### src/rtl/start_issuer_if.sv
// start_issuer_if: request and counter-start handshake bundle.
// master drives requests and counter status; slave is the issuer.
interface start_issuer_if #(
  parameter int REPEAT_W = 8
);
  logic                request__ENA;
  logic                request__RDY;
  logic [REPEAT_W-1:0] request_repeat;
  logic                startSignal__ENA;
  logic                startSignal__RDY;
  logic                busy;

  modport master (
    output request__ENA,
    output request_repeat,
    output startSignal__RDY,
    output busy,
    input  request__RDY,
    input  startSignal__ENA
  );

  modport slave (
    input  request__ENA,
    input  request_repeat,
    input  startSignal__RDY,
    input  busy,
    output request__RDY,
    output startSignal__ENA
  );
endinterface

### src/rtl/start_issuer.sv
// start_issuer: queues repeat-count requests and issues counter
// start pulses, one per repetition, counting completed runs.
module start_issuer #(
  parameter int DEPTH    = 4,
  parameter int REPEAT_W = 8,
  parameter int DONE_W   = 16
) (
  input  logic                       CLK,
  input  logic                       nRST,
  start_issuer_if.slave              bus,
  output logic [$clog2(DEPTH+1)-1:0] pending,
  output logic [DONE_W-1:0]          doneCount,
  output logic                       idle
);
  localparam int AW = $clog2(DEPTH);
  localparam int PW = $clog2(DEPTH+1);

  localparam logic [1:0] IDLE  = 2'd0;
  localparam logic [1:0] ISSUE = 2'd1;
  localparam logic [1:0] WAIT  = 2'd2;

  logic [REPEAT_W-1:0] mem [DEPTH];
  logic [AW:0]         wptr;
  logic [AW:0]         rptr;
  logic [AW:0]         occ;
  logic [1:0]          state;
  logic [REPEAT_W-1:0] remaining;
  logic [REPEAT_W-1:0] head;
  logic                empty;
  logic                full;
  logic                wr;
  logic                ena;
  logic                run_done;
  logic                pop;

  assign empty = (wptr == rptr);
  assign full  = (wptr[AW] != rptr[AW]) &&
                 (wptr[AW-1:0] == rptr[AW-1:0]);
  assign occ   = wptr - rptr;
  assign head  = mem[rptr[AW-1:0]];

  assign wr       = bus.request__ENA && !full;
  assign ena      = (state == ISSUE) && bus.startSignal__RDY;
  assign run_done = (state == WAIT) && !bus.busy;
  // Next entry is taken when idle, or when the last run of the
  // active request has just completed.
  assign pop = !empty && ((state == IDLE) ||
               (run_done && (remaining == '0)));

  assign bus.request__RDY     = !full;
  assign bus.startSignal__ENA = ena;
  assign pending              = PW'(occ);
  assign idle                 = (state == IDLE) && empty;

  // Request storage; contents need no reset, pointers gate validity.
  always_ff @(posedge CLK) begin
    if (wr) mem[wptr[AW-1:0]] <= bus.request_repeat;
  end

  // FIFO pointers.
  always_ff @(posedge CLK or negedge nRST) begin
    if (!nRST) begin
      wptr <= '0;
      rptr <= '0;
    end else begin
      if (wr)  wptr <= wptr + (AW+1)'(1);
      if (pop) rptr <= rptr + (AW+1)'(1);
    end
  end

  // Issue FSM: a zero-repeat entry is dropped without a start.
  always_ff @(posedge CLK or negedge nRST) begin
    if (!nRST) begin
      state     <= IDLE;
      remaining <= '0;
      doneCount <= '0;
    end else begin
      unique case (1'b1)
        (state == IDLE): begin
          if (pop) begin
            remaining <= head;
            state     <= (head == '0) ? IDLE : ISSUE;
          end
        end
        (state == ISSUE): begin
          if (ena) begin
            remaining <= remaining - REPEAT_W'(1);
            state     <= WAIT;
          end
        end
        (state == WAIT): begin
          if (run_done) begin
            doneCount <= doneCount + DONE_W'(1);
            if (remaining != '0) begin
              state <= ISSUE;
            end else if (pop) begin
              remaining <= head;
              state     <= (head == '0) ? IDLE : ISSUE;
            end else begin
              state <= IDLE;
            end
          end
        end
        default: state <= IDLE;
      endcase
    end
  end
endmodule

### src/flat_wrapper.sv
// flat-port wrapper written by rule: the top's interface ports become plain ports
module start_issuer_flat 
#(
  parameter int DEPTH    = 4,
  parameter int REPEAT_W = 8,
  parameter int DONE_W   = 16
)
  (CLK, nRST, pending, doneCount, idle, bus_request__ENA, bus_request_repeat, bus_startSignal__RDY, bus_busy, bus_request__RDY, bus_startSignal__ENA);
  start_issuer_if #(.REPEAT_W(REPEAT_W)) bus_i ();
  input  logic CLK;
  input  logic nRST;
  output logic [$clog2(DEPTH+1)-1:0] pending;
  output logic [DONE_W-1:0] doneCount;
  output logic idle;
  input wire logic [$bits(bus_i.request__ENA)-1:0] bus_request__ENA;
  input wire logic [$bits(bus_i.request_repeat)-1:0] bus_request_repeat;
  input wire logic [$bits(bus_i.startSignal__RDY)-1:0] bus_startSignal__RDY;
  input wire logic [$bits(bus_i.busy)-1:0] bus_busy;
  output wire logic [$bits(bus_i.request__RDY)-1:0] bus_request__RDY;
  output wire logic [$bits(bus_i.startSignal__ENA)-1:0] bus_startSignal__ENA;
  assign bus_i.request__ENA = bus_request__ENA;
  assign bus_i.request_repeat = bus_request_repeat;
  assign bus_i.startSignal__RDY = bus_startSignal__RDY;
  assign bus_i.busy = bus_busy;
  assign bus_request__RDY = bus_i.request__RDY;
  assign bus_startSignal__ENA = bus_i.startSignal__ENA;
  start_issuer #(.DEPTH(DEPTH), .REPEAT_W(REPEAT_W), .DONE_W(DONE_W)) u_core (.CLK(CLK), .nRST(nRST), .bus(bus_i), .pending(pending), .doneCount(doneCount), .idle(idle));
endmodule
### config.mk
export PLATFORM = sky130hd
export DESIGN_NAME = start_issuer_flat
export DESIGN_NICKNAME = d
export VERILOG_FILES = /design/src/rtl/start_issuer_if.sv /design/src/rtl/start_issuer.sv /design/src/flat_wrapper.sv
export SDC_FILE = /design/constraint.sdc
export NUM_CORES = 1
export LEC_CHECK = 0
export BUFFER_PORTS_ARGS = -buffer_cell sky130_fd_sc_hd__buf_2
export CAP_MARGIN = 20
export CORE_AREA = 2 2 77 79
export CTS_BUF_LIST = sky130_fd_sc_hd__clkbuf_8
export DETAILED_ROUTE_END_ITERATION = 8
export DIE_AREA = 0 0 79 81
export GPL_ROUTABILITY_DRIVEN = 0
export PLACE_DENSITY = 0.81
export RECOVER_POWER = 50
export SLEW_MARGIN = 20
export SYNTH_ARGS = -nofsm -noshare
export SYNTH_HDL_FRONTEND = slang
export SYNTH_SLANG_ARGS = --single-unit
### constraint.sdc
create_clock -name CLK -period 2.2 [get_ports CLK]
set_clock_uncertainty 0.2 [all_clocks]
set_input_delay 0.11 -clock CLK [delete_from_list [all_inputs] [get_ports CLK]]
set_output_delay 0.11 -clock CLK [all_outputs]
set_load 0.01 [all_outputs]
==> results.yml <==
outcome:
  outcome: "finished clean"
detailed_routing:
  route.met2.wl_mm: 2.87
  top_layer_used: "met4"
  wl_met3_um: 338
  wire_per_inst_um: 16.0
  met1_length_mm: 2.41
  drc: 0
  vias: 1945
  viasPerCell: 5.42
  first_pass_iters: 4
  drt-total-wl_mm: 5.76
  ant_nets: 0
  initialDrtViolationCount: 176
grt:
  grt_max_degree: 33
  grt.total_usage_pct: 19.4
  grt_pass1_wl_mm: 9.16
  antenna_found_initial: 0
  grt-ovfl-total: 0
  grt_pass1_vias: 1927
finish:
  syn2layout_area_growth_pct: 27.3
  num_antenna_cells: 0
  drive_above_1_share_pct: 25.7
  nNetsFinal: 303
  num-fill-cells: 436
timing:
  hold_viol: 0
  setup_ws_ns: 0.0319
  rsz0062_at_grt: "yes"
  fin_hold_ws_ns: 0.183
  worst_pin_slew_ns: 0.813
  finalSetupViolCount: 0
  timing.setup.tns_ns: 0
  final_max_slew_viol_count: 0
  fin_crit_ns: 2.17
  relSlewSlack_pct: 45.8
  fmax_ghz: 0.461
  min_period_over_period_pct: 98.6
floorplanning:
  num_io_pins: 35
  die_area_um2: 6400
  die_w_um: 79
  num_rows: 28
  start_util_pct: 51.0
  die_h_um: 81
  core-area_um2: 5680
pwr:
  leakagePower_nw: 1.50
  ir_drop_v: 0.000788
  cellPowerDensity_nw_per_um2: 1440
logic_synthesis:
  netlist_top_cells_area: "edfxtp_1, dfrtp_1, mux4_2"
  ys_warn_count: 0
  ys_ff_latch: 64
  yosysTopAreaCellShare_pct: 33.2
  synth_cells: 212
  syn_avg_cell_area_um2: 13.7
  yosysTopAreaCell: "edfxtp_1"
  syn-cell-area_um2: 2900
  synth_fp_nets: 236
  ys_seq_area_share_pct: 60.8
  synth.distinct_cells: 40
worst_hold_path:
  hold_path.class: "input pin to asynchronous set/reset pin"
cts:
  worst_skew_pair.late_latency_ns: 0.35
  htreeDepth: 3
  clkTransAtPathRegs_ns: 0.07
  clock-sinks: 64
  cts_tree: "yes"
  clock_path_buffers: 2
  root_buffer: "clkbuf_8"
  cts_buffers: 9
worst_setup_path:
  endpoint_kind: "register"
  path_buf_inv: 1
  cp.required_ns: 2.22
  crit_fanout: 10
  slowest_delay_ns: 0.55
  slowest_stage: "mux4_2"
  arrival_ns: 2.19
  critPathKind: "register to register"
  cp_top_family: "multiplexers"
  cp_cell_sequence: "buf_12 > mux4_2 > nor4_2 > a21oi_1 > a221o_1"
  cp-start-kind: "register"
placement:
  io_buffers: 34
  hpwl_mm: 3.65
  dp_slack_ns: 0.0322
job:
  drv_cap: 0
==> final cells by class <==
class / instances / area, um2 / area share [%]
Multi-Input combinational cell: 133 / 1130 / 30.5
Timing Repair Buffer: 61 / 433 / 11.7
Tap cell: 75 / 93.8 / 2.54
Inverter: 10 / 37.5 / 1.02
Clock buffer: 9 / 124 / 3.36
Sequential cell: 64 / 1760 / 47.8
Clock inverter: 7 / 111 / 3.02
==> cell usage after synthesis (all sizes together) <==
cell	instances
nor3b	1
edfxtp	32
or4	1
and3	9
nand3	7
o21ai	11
nor3	3
and4	2
clkbuf	2
mux2	1
o22a	2
inv	10
nor4	5
nand3b	2
a31oi	3
nand2b	1
mux4	8
a22oi	1
and2	2
xnor2	17
a32oi	2
xor2	4
dfrtp	32
a21oi	6
nand4	3
nand2	13
or4b	1
fa	1
nor2b	1
a221o	2
nor2	12
a221oi	1
buf	4
ha	10
==> cell families (layout without fill, tap and decap cells) <==
| logic type | Yosys count | count (layout) | synth area share (%) |
|---|---|---|---|
| DFF | 64 | 64 | 60.8 |
| and+or+nand+nor | 63 | 63 | 11.8 |
| AOI/OAI and AO/OA | 28 | 29 | 6.87 |
| xor gates and xnor gates | 21 | 21 | 6.35 |
| buffers and inverters | 16 | 87 | 2.51 |
| adders and majority gates | 11 | 11 | 5.01 |
| muxes | 9 | 9 | 6.61 |
==> registers in the layout, summed over array words and instances (netlist names) <==
| name | cells |
|---|---|
| u_core.mem | 32 |
| u_core.doneCount | 16 |
| u_core.remaining | 8 |
| u_core.rptr | 3 |
| u_core.wptr | 3 |
| u_core.state | 2 |
==> power by group <==
group	total (mW)	internal (mW)	switching, mW
Sequential	1.87	1.61	0.261
Clock	1.19	0.744	0.449
Combinational	2.25	1.07	1.18
Total	5.30	3.42	1.89
==> worst paths after layout <==
kind	start	endpoint	slack [ns]	cells past startpoint
worst max-delay path	u_core.rptr[0]	u_core.state[0]	0.03	5
worst min-delay path	nRST	u_core.doneCount[14]	0.18	2
worst max register to register	u_core.rptr[0]	u_core.state[0]	0.03	5
max in group asynchronous	nRST	u_core.remaining[2]	1.10	2
worst min register to register	u_core.doneCount[15]	u_core.doneCount[15]	0.28	1
min in group CLK	u_core.doneCount[15]	u_core.doneCount[15]	0.28	1
==> placed cells by master (no fill, tap or decap), types with 2 or more instances in the layout <==
master,synthesis,routed
dfrtp_1,32,32
edfxtp_1,32,32
clkbuf_1,2,18
xnor2_1,17,17
buf_2,1,15
dlygate4sd3_1,0,13
nand2_1,13,12
nor2_1,12,12
buf_4,1,10
inv_1,10,9
and3_1,9,9
o21ai_0,10,9
clkbuf_8,0,9
mux4_2,8,8
ha_1,10,8
nand3_1,7,7
a21oi_1,5,5
xor2_1,4,4
buf_12,0,4
nor3_1,3,3
nor4_1,5,3
nand4_1,3,3
bufinv_16,0,3
inv_2,0,2
nand3b_1,2,2
nor4_2,0,2
a221o_1,2,2
and4_1,2,2
a32oi_1,2,2
a31oi_1,3,2
o22a_2,2,2
==> timing repair <==
| item | in CTS | in global routing |
|---|---|---|
| endpoints found under the setup margin | 0 | 10 |
| resized for setup | 0 | 14 |
| endpoints found under the hold margin | 70 | 0 |
| buffers inserted | 0 | 3 |
| hold buffers | 13 | 0 |
==> routing by layer <==
layer / track usage [%] / up-vias
li1: - / 917
met1: 23.5 / 948
met2: 31.6 / 64
met3: 6.89 / 16
met4: 8.10 / 0
met5: 0 / -
==> through the flow <==
step | power [mW] | util (%) | cell area [um2] | instances
after detailed placement | 3.87 | 57.4 | 3260 | 326
after global placement | 3.81 | 57.4 | 3260 | 326
after floorplan | 3.18 | - | 2900 | 212
after CTS | 5.13 | 63.8 | 3620 | 355
after global routing | 5.65 | 65.0 | 3690 | 359
final | 5.30 | 65.0 | 3690 | 359
Note: power is estimated with default switching activity, not from simulation.
